$ cat config.mk
export PLATFORM = sky130hd
export DESIGN_NAME = regfile_mp
export DESIGN_NICKNAME = d
export VERILOG_FILES = /design/src/rtl/regfile_pkg.sv /design/src/rtl/regfile_readport.sv /design/src/rtl/regfile_mp.sv
export SDC_FILE = /design/constraint.sdc
export NUM_CORES = 1
export LEC_CHECK = 0
export BUFFER_PORTS_ARGS = -buffer_cell sky130_fd_sc_hd__buf_2
export CAP_MARGIN = 20
export CORE_MARGIN = 5
export CORE_UTILIZATION = 40
export CTS_BUF_LIST = sky130_fd_sc_hd__clkbuf_8
export CTS_CLUSTER_DIAMETER = 150
export DETAILED_ROUTE_END_ITERATION = 10
export PLACE_DENSITY = 0.68
export SETUP_SLACK_MARGIN = 0.15
export SLEW_MARGIN = 25
export SYNTH_ARGS = -nofsm -noshare
export SYNTH_HDL_FRONTEND = slang
export SYNTH_SLANG_ARGS = --single-unit
$ cat constraint.sdc
create_clock -name clk -period 1.65 [get_ports clk]
set_clock_uncertainty 0.2 [all_clocks]
set_input_delay 0.2475 -clock clk [delete_from_list [all_inputs] [get_ports clk]]
set_output_delay 0.2475 -clock clk [all_outputs]
set_load 0.03 [all_outputs]
$ cat src/rtl/regfile_pkg.sv
// Shared helpers and register-map constants for the multi-port register file.
// The default map mirrors the 6502 architectural registers.
package regfile_pkg;

  localparam int REG_A = 0;
  localparam int REG_X = 1;
  localparam int REG_Y = 2;
  localparam int REG_S = 3;

  localparam int DEFAULT_WIDTH = 8;
  localparam int DEFAULT_DEPTH = 4;

  // Address width for n entries; never narrower than one bit so DEPTH=2 still gets a real address.
  function automatic int clog2(input int n);
    int r;
    r = 1;
    while ((1 << r) < n) r++;
    return r;
  endfunction

endpackage

$ cat src/rtl/regfile_readport.sv
// One read port: entry mux, optional same-cycle write forwarding with port-1 priority,
// and an optional output register.
module regfile_readport
  import regfile_pkg::*;
#(
  parameter int WIDTH    = DEFAULT_WIDTH,
  parameter int DEPTH    = DEFAULT_DEPTH,
  parameter int NWRITE   = 1,
  parameter int BYPASS   = 1,
  parameter int REG_READ = 0,
  parameter int ADDRW    = clog2(DEPTH)
) (
  input  logic                          clk,
  input  logic                          reset,
  input  logic [ADDRW-1:0]              raddr,
  input  logic [DEPTH-1:0][WIDTH-1:0]   mem,
  input  logic [NWRITE-1:0]             we,
  input  logic [NWRITE*ADDRW-1:0]       waddr,
  input  logic [NWRITE*WIDTH-1:0]       wdata,
  output logic [WIDTH-1:0]              rdata
);

  logic             in_range;
  logic [WIDTH-1:0] read_val;
  logic             unused_sink;

  assign in_range = (32'(raddr) < DEPTH);

  // Later write ports overwrite earlier matches, giving port 1 priority on a collision.
  // Out-of-range addresses never forward, matching the dropped write.
  always_comb begin
    read_val = '0;
    for (int i = 0; i < DEPTH; i++) begin
      if (raddr == ADDRW'(i)) read_val = mem[i];
    end
    if (BYPASS != 0 && in_range) begin
      for (int p = 0; p < NWRITE; p++) begin
        if (we[p] && (waddr[p*ADDRW +: ADDRW] == raddr)) read_val = wdata[p*WIDTH +: WIDTH];
      end
    end
  end

  if (REG_READ != 0) begin : g_reg
    always_ff @(posedge clk or posedge reset) begin
      if (reset) rdata <= '0;
      else       rdata <= read_val;
    end
  end else begin : g_comb
    assign rdata = read_val;
  end

  assign unused_sink = ^{clk, reset};

endmodule

$ cat src/rtl/regfile_mp.sv
// Parametrised flop-based register file: prioritised synchronous writes, per-entry dirty
// tracking, a write-collision flag and NREAD independent read ports.
module regfile_mp
  import regfile_pkg::*;
#(
  parameter int WIDTH    = DEFAULT_WIDTH,
  parameter int DEPTH    = DEFAULT_DEPTH,
  parameter int NREAD    = 2,
  parameter int NWRITE   = 1,
  parameter int BYPASS   = 1,
  parameter int REG_READ = 0,
  localparam int ADDRW   = clog2(DEPTH)
) (
  input  logic                     clk,
  input  logic                     reset,
  input  logic [NWRITE-1:0]        we,
  input  logic [NWRITE*ADDRW-1:0]  waddr,
  input  logic [NWRITE*WIDTH-1:0]  wdata,
  input  logic [NREAD*ADDRW-1:0]   raddr,
  output logic [NREAD*WIDTH-1:0]   rdata,
  output logic [DEPTH-1:0]         dirty,
  input  logic [DEPTH-1:0]         dirty_clr,
  output logic                     collision
);

  logic [DEPTH-1:0][WIDTH-1:0] mem;
  logic [DEPTH-1:0][WIDTH-1:0] mem_next;
  logic [DEPTH-1:0]            written;
  logic                        collide;

  // Decoding against real entry indices drops out-of-range writes for free;
  // iterating ports in ascending order lets port 1 win a same-address write.
  always_comb begin
    mem_next = mem;
    written  = '0;
    for (int p = 0; p < NWRITE; p++) begin
      for (int i = 0; i < DEPTH; i++) begin
        if (we[p] && (waddr[p*ADDRW +: ADDRW] == ADDRW'(i))) begin
          mem_next[i] = wdata[p*WIDTH +: WIDTH];
          written[i]  = 1'b1;
        end
      end
    end
  end

  if (NWRITE == 2) begin : g_collide
    assign collide = we[0] && we[1]
                  && (waddr[0 +: ADDRW] == waddr[ADDRW +: ADDRW])
                  && (32'(waddr[0 +: ADDRW]) < DEPTH);
  end else begin : g_no_collide
    assign collide = 1'b0;
  end

  always_ff @(posedge clk or posedge reset) begin
    if (reset) begin
      mem       <= '0;
      dirty     <= '0;
      collision <= 1'b0;
    end else begin
      mem       <= mem_next;
      dirty     <= (dirty & ~dirty_clr) | written;
      collision <= collide;
    end
  end

  for (genvar r = 0; r < NREAD; r++) begin : g_read
    regfile_readport #(
      .WIDTH    (WIDTH),
      .DEPTH    (DEPTH),
      .NWRITE   (NWRITE),
      .BYPASS   (BYPASS),
      .REG_READ (REG_READ),
      .ADDRW    (ADDRW)
    ) u_rd (
      .clk   (clk),
      .reset (reset),
      .raddr (raddr[r*ADDRW +: ADDRW]),
      .mem   (mem),
      .we    (we),
      .waddr (waddr),
      .wdata (wdata),
      .rdata (rdata[r*WIDTH +: WIDTH])
    );
  end

endmodule

* Word-level counts from Yosys, hierarchy flattened
Index checks and enable logic that the tools add are counted.
Storage, ports and cells: flip-flop bits (word level) 36, input bits 21, output and inout bits 21, logic and storage cells 42
Cells by class: eq/ne operators 11, muxes and demuxes 14, bitwise gates (word level) 3, reduce and logical (&&, ||, !) cells 9
Operators by type and width (number):
- $mux W8 | 10
- $eq A2 B2 Y1 const B | 6
- $eq A2 B1 Y1 const B | 3
- $logic_and A1 B1 Y1 | 6
- $logic_not A2 Y1 | 3
- $and A4 B4 Y4 | 1
- $eq A2 B2 Y1 | 2
- $mux W1 | 4
- $not A4 Y4 | 1
- $or A4 B4 Y4 | 1

* Depth between registers and ports, before layout
Gate-level depths: netlist (run 1).
depth after elaboration 6, mapped depth 4, mapped depth without buffers 3

* Modules after synthesis
Synthesis (run 1) repeated with hierarchy kept, for this count alone.
Second synthesis, totals: cell total of the unflattened synthesis 125, area total of the unflattened synthesis 2099.5 um^2
Modules (own cells, without submodules):
- regfile_mp | instances 1, cells each 83, area each 1366.3 um^2
- regfile_readport | instances 2, cells each 21, area each 366.6 um^2

* Worst setup path before layout (run 1)
OpenSTA, ideal clock, no wires.
path kind input to output, from input raddr[2], to output rdata[10], arrival 1.225 ns, path slack -0.023 ns, stages on the path 3, buffers on the path 1, cell sequence buf_6 mux4_2 mux2_2
On the way: longest elaborated chain between the ends 6, elaborated cells on any way between the ends 11, classes of those cells 4 x eq/ne; 5 x mux; 2 x reduce/logical
RTL lines:
- start, declared | line regfile_mp.sv:19 | input logic [NREAD*ADDRW-1:0] raddr,
- $logic_not A2 Y1 | line regfile_readport.sv:34 | if (raddr == ADDRW'(i)) read_val = mem[i];
- $mux W8 (4 in series) | line regfile_readport.sv:34
- $mux W8 * | line regfile_readport.sv:38 | if (we[p] && (waddr[p*ADDRW +: ADDRW] == raddr)) read_val = wdata[p*WIDTH +: WIDTH];
- end, declared | line regfile_mp.sv:20 | output logic [NREAD*WIDTH-1:0] rdata,
Every way passes the cells marked *; elsewhere a longest branch is shown, timed or not.

* Worst setup path after layout (run 1)
from register mem[25] (netlist name), to output rdata[9]
On the way: longest elaborated chain between the ends 2
RTL lines:
- start, declared | line regfile_mp.sv:26 | logic [DEPTH-1:0][WIDTH-1:0] mem;
- start signal, assigned | line regfile_mp.sv:60 | mem <= mem_next;
- $mux W8 | line regfile_readport.sv:34
- $mux W8 | line regfile_readport.sv:38
Every way passes these cells.

==> results of run 1 <==
[registers in the layout (all words and copies together), names as in the netlist]
register / flops
dirty: 4
mem: 32
[stage by stage]
| step | utilization, % | cell area (um2) | hold slack, ps | cells | setup WS (ps) |
|---|---|---|---|---|---|
| final | 57.3 | 2740 | 27.8 | 256 | -371 |
| after detailed placement | 52.0 | 2490 | 195 | 243 | -294 |
| after floorplan | - | 2120 | 144 | 128 | 40.3 |
| after global placement | 52.0 | 2490 | 161 | 243 | -266 |
| after CTS | 57.3 | 2740 | 28.5 | 256 | -387 |
| after global routing | 57.3 | 2740 | 51.7 | 256 | -434 |
[cell families (layout without fill, tap and decap cells)]
kind of cell / after synthesis / count (layout) / share of synthesized area, %
compound gates: 4 / 4 / 1.12
mux: 64 / 64 / 45.3
buf+inv: 13 / 74 / 3.81
other cells: 1 / 1 / 0.187
simple gates: 6 / 6 / 2.93
xor+xnor: 4 / 4 / 1.75
flops: 36 / 36 / 44.9
[how the worst max path moves through the flow]
| stage | from | endpoint | slack, ps | cells past startpoint |
|---|---|---|---|---|
| 6_report | mem[25]$_DFFE_PP0P_ | rdata[9] | -370 | 3 |
| 5_1_grt | mem[25]$_DFFE_PP0P_ | rdata[9] | -430 | 3 |
| 4_1_cts | mem[25]$_DFFE_PP0P_ | rdata[9] | -390 | 3 |
| 3_5_place_dp | raddr[2] | rdata[13] | -290 | 6 |
| 3_3_place_gp | raddr[2] | rdata[13] | -270 | 6 |
| 2_1_floorplan | raddr[2] | rdata[10] | 40 | 3 |
[synthesized netlist by cell type]
master and instances:
a21o_1 1, buf_4 2, buf_6 2, mux2_4 2
mux4_2 16, nand3_2 2, xnor2_1 4, buf_2 4
nor3b_4 1, o21ai_0 3, dfrtp_1 36, mux2_2 46
nand3_1 1, conb_1 1, inv_1 5, nand3b_1 2
[per-layer routing]
layer,vias to the layer above,wire length (um),global-route usage [%]
met1,695,1950,20.2
met3,9,262,4.77
met4,0,68,5.41
met5,-,0,0
met2,38,2460,28.2
li1,603,-,-
[worst reg2reg max path, delay by kind of cell, from the launching register on]
kind	cells	cell delay [ps]
muxes	1	250
DFF	1	390
buffers and inverters	1	140
[timing repair]
item                                    in CTS  in global routing
hold buffers                                 4                  0
resized for setup                           32                  0
endpoints found under the hold margin       39                  0
gates cloned                                 0                  0
endpoints found under the setup margin      16                 16
buffers inserted                             1                  0
[final cells by class]
class                           instances  area (um2)  area share (%)
Clock inverter                          3        38.8            1.41
Clock buffer                            5        68.8            2.51
Sequential cell                        36         901            32.8
Multi-Input combinational cell         79        1130            41.1
Timing Repair Buffer                   61         505            18.4
Inverter                                5        18.8           0.684
Tap cell                               67        83.8            3.06
[power breakdown]
| part | internal (W) | switching, W |
|---|---|---|
| logic | 0.000654 | 0.000501 |
| registers | 0.00104 | 0.000110 |
| clock network | 0.000442 | 0.000307 |
| total | 0.00214 | 0.000918 |
==> flow_metrics.tcl, run 1 <==
set metrics [dict create \
    status "complete, but fails checks" \
    violations "setup timing" \
    die_area_um2 6530 \
    yosysTopAreaCellShare_pct 44.9 \
    cp.required_ps 1200 \
    cts_made_buffers 5 \
    synth_seq_cells 36 \
    synth_area_leaders "dfrtp_1 45%, mux2_2 26%, mux4_2 18%, xnor2_1 1.7%, mux2_4 1.5%" \
    min_from "dirty_clr[0]" \
    min_to "dirty[0]$_DFF_PP0_" \
    fillCellCount 392 \
    start_util_pct 41.9 \
    end_kind "output port" \
    grt_start_max_net_pins 37 \
    worstPathArrival_ps 1570 \
    layout_commonest_cell "dfrtp_1" \
    ant_nets 0 \
    ys_types 16 \
    pwr_density_cell_nw_per_um2 1110 \
    syn_area_per_cell_um2 15.7 \
    layout-drive-gt1-share_pct 71.4 \
    post_drt_wl_per_cell_um 18.5 \
    via_per_inst 5.25 \
    rsz0062_at_grt "yes" \
    yosysTopAreaCell "dfrtp_1" \
    routed_wirelength_mm 4.74 \
    grt.overflow.total 0 \
    p_leak_nw 1.26 \
    flow.area_growth_from_synthesis_pct 36.7 \
    min_path_cells 3 \
    drtPass1Iterations 4 \
    hold_path.class "in2reg" \
    num_rows 25 \
    first_global_vias 1557 \
    period_minus_slack_ps 2020 \
    antenna_found_initial 0 \
    cp.buffers_inverters 1 \
    setup_tns_ps -5740 \
    final_min_period_over_clock_period_pct 123 \
    ir_drop_mv 0.580 \
    drv_slew 0 \
    cp_top_family "multiplexers" \
    slowest_stage "mux4_2" \
    finalWorstSetupSlack_ps -371 \
    yosysSeqAreaShare_pct 44.9 \
    path_class "reg2out" \
    clock-sinks 36 \
    setup_viol 16 \
    ff2ff_setup_slack_ps 570 \
    cp_cell_sequence "mux4_2, mux2_4, buf_6" \
    clk_pin_slew_ps 70 \
    die_w_um 80.8 \
    grtUsageTotal_pct 16.5 \
    finalHoldViolations 0 \
    die_h_um 80.8 \
    io_buffers 40 \
    place_hpwl_mm 3.46 \
    power_w 0.00305 \
    reg2reg_from "mem[27]$_DFFE_PP0P_" \
    io_pins 42 \
    max_cap_viol_count 0 \
    syn_inst 128 \
    antennaDiodeCount 0 \
    tritoncts "done" \
    root_buffer "clkbuf_8" \
    ys_warn_count 0 \
    core_area_um2 4790 \
    place.gp.congestion 0.791 \
    clk_latency_ps 280 \
    drt_iter0_markers 43 \
    h-tree-depth 2 \
    grt_pass1_wl_mm 8.03 \
    reg2reg_depth 2 \
    ctsLongestPathBuffers 2 \
    crit_path_max_fanout 3 \
    syn_nets 149 \
    drc 0 \
    synth_area_um2 2010 \
    vias 1345 \
    r2r-end "mem[27]$_DFFE_PP0P_" \
    fmax_mhz 495 \
    slowest_delay_ps 480 \
    setup.worst_path.start_class "flip-flop" \
    nets 209 \
    final_cell_mix "36 x dfrtp_1, 32 x mux2_2, 24 x buf_2" \
]
Note: power is estimated with default switching activity, not from simulation.
==> run 2: changes to the inputs <==
--- a/config.mk
+++ b/config.mk
@@ -8,13 +8,14 @@
 export BUFFER_PORTS_ARGS = -buffer_cell sky130_fd_sc_hd__buf_2
 export CAP_MARGIN = 20
 export CORE_MARGIN = 5
-export CORE_UTILIZATION = 40
+export CORE_UTILIZATION = 56
 export CTS_BUF_LIST = sky130_fd_sc_hd__clkbuf_8
 export CTS_CLUSTER_DIAMETER = 150
 export DETAILED_ROUTE_END_ITERATION = 10
-export PLACE_DENSITY = 0.68
+export PLACE_DENSITY = 0.88
 export SETUP_SLACK_MARGIN = 0.15
 export SLEW_MARGIN = 25
 export SYNTH_ARGS = -nofsm -noshare
 export SYNTH_HDL_FRONTEND = slang
 export SYNTH_SLANG_ARGS = --single-unit
+export TNS_END_PERCENT = 5
==> run 2 against run 1 <==
Register-to-register slack lost 30 ps. Sequential power is essentially flat. First-iteration DRC count grew 47%. Maximum frequency is essentially flat. Flip-flop and latch count is the same. Via count grew 0.97%. Design area shrank 1.8%. The flow still finishes with violations (setup timing). Largest cell class unchanged. Cell count shrank 7.8%. Combinational power is essentially flat. Routed wire length shrank 3.3%. Critical endpoint is now rdata[10].
==> flow_metrics.tcl, run 2 (synthesized netlist as in run 1, its figures left out) <==
set metrics [dict create \
    status "complete, but fails checks" \
    violations "setup timing" \
    rsz0062_at_grt "yes" \
    ff2ff_setup_slack_ps 540 \
    drv_slew 0 \
    largest_reg_flops 32 \
    drt_iter0_markers 63 \
    largest-register "mem" \
    setup_viol 16 \
    reg2reg_from "mem[8]$_DFFE_PP0P_" \
    finalWorstSetupSlack_ps -370 \
    core_area_um2 3390 \
    pre_cts_ws_ps -261 \
    final_cell_mix "36 x dfrtp_1, 32 x mux2_2, 24 x buf_2" \
    crit_end "rdata[10]" \
    reg2reg_depth 2 \
    drc 0 \
    nets 210 \
    die_w_um 69.8 \
    hold_path.class "in2reg" \
    path_class "reg2out" \
    first_global_vias 1596 \
    drtPass1Iterations 4 \
    multi_input_area_um2 1130 \
    pwr_density_cell_nw_per_um2 1090 \
    slowest_delay_ps 480 \
    crit_path_max_fanout 3 \
    slowest_stage "mux4_2" \
    place.gp.congestion 0.776 \
    p_leak_nw 1.26 \
    ctsLongestPathBuffers 2 \
    grt.overflow.total 0 \
    fillCellCount 192 \
    clk_pin_slew_ps 70 \
    io_pins 42 \
    r2r-end "mem[8]$_DFFE_PP0P_" \
    final_min_period_over_clock_period_pct 122 \
    setup.worst_path.start_class "flip-flop" \
    worstPathArrival_ps 1570 \
    num_rows 21 \
    grt_pass1_wl_mm 7.78 \
    cp.required_ps 1200 \
    vias 1358 \
    post_drt_wl_per_cell_um 19.4 \
    regArea_um2 901 \
    fmax_mhz 495 \
    top_regs "mem x32, dirty x4" \
    start_util_pct 59.2 \
    antenna_found_initial 0 \
    h-tree-depth 2 \
    whs_ps 69.5 \
    clock-sinks 36 \
    cts_made_buffers 5 \
    die_h_um 69.8 \
    grtUsageTotal_pct 20.7 \
    flow.area_growth_from_synthesis_pct 34.3 \
    root_buffer "clkbuf_8" \
    io_buffers 40 \
    via_per_inst 5.75 \
    period_minus_slack_ps 2020 \
    cp-startpoint "mem[26]$_DFFE_PP0P_" \
    end_kind "output port" \
    layout-drive-gt1-share_pct 71.1 \
    clk_latency_ps 280 \
    die_area_um2 4880 \
    place_hpwl_mm 3.28 \
    layout_commonest_cell "dfrtp_1" \
    power_w 0.00293 \
    ant_nets 0 \
    routed_wirelength_mm 4.59 \
    max_cap_viol_count 0 \
    ir_drop_mv 0.814 \
    cp_cell_sequence "mux4_2, mux2_4, buf_6" \
    setup_tns_ps -5680 \
    finalHoldViolations 0 \
    min_from "wdata[6]" \
    tritoncts "done" \
    antennaDiodeCount 0 \
    grt_start_max_net_pins 37 \
]
-- run 2: worst min path at each step --
stage,to,slack [ps],cells past startpoint
final,mem[6]$_DFFE_PP0P_,70,2
after global routing,mem[17]$_DFFE_PP0P_,70,2
after CTS,dirty[0]$_DFF_PP0_,30,3
after detailed placement,dirty[1]$_DFF_PP0_,180,3
after global placement,dirty[1]$_DFF_PP0_,160,3
after floorplan,dirty[1]$_DFF_PP0_,140,1
-- run 2: area by class of cell --
class                   count  area share (%)
clock buffers               6            3.07
well taps                  46            2.14
repair buffers             62            18.6
multi-input cells          79            41.8
inverters                   5           0.697
flip-flops and latches     36            33.4
clock inverters             2           0.279
-- run 2: where the power goes --
part	total, W	internal, W	switching [W]
Sequential	0.00115	0.00104	0.000109
Combinational	0.00115	0.000653	0.000500
Clock	0.000625	0.000328	0.000297
-- run 2: layer usage --
layer / part of all wire (%) / vias to the layer above / GRT usage, %
met5: 0 / - / 0
met4: 2.3 / 0 / 7.23
met3: 5.8 / 12 / 6.81
met2: 54 / 47 / 37.7
met1: 38 / 692 / 22.3
li1: - / 607 / -
-- run 2: worst max-delay path: cells and delay by family, from the launching register on --
kind                   cells  cell delay (ps)
DFF                        1              400
buffers and inverters      1              140
muxes                      2              760
-- run 2: timing repair --
action / CTS / global route
setup buffers: 1 / 0
gates resized for setup: 32 / 0
endpoints found under the setup margin: 16 / 16
hold buffers: 4 / 0
endpoints found under the hold margin: 39 / 0
-- run 2: metrics by stage --
step | cell area (um2) | utilization [%] | instances
2_1_floorplan | 2120 | - | 128
3_3_place_gp | 2460 | 72.5 | 223
3_5_place_dp | 2460 | 72.5 | 223
4_1_cts | 2690 | 79.5 | 236
5_1_grt | 2690 | 79.5 | 236
6_report | 2690 | 79.5 | 236
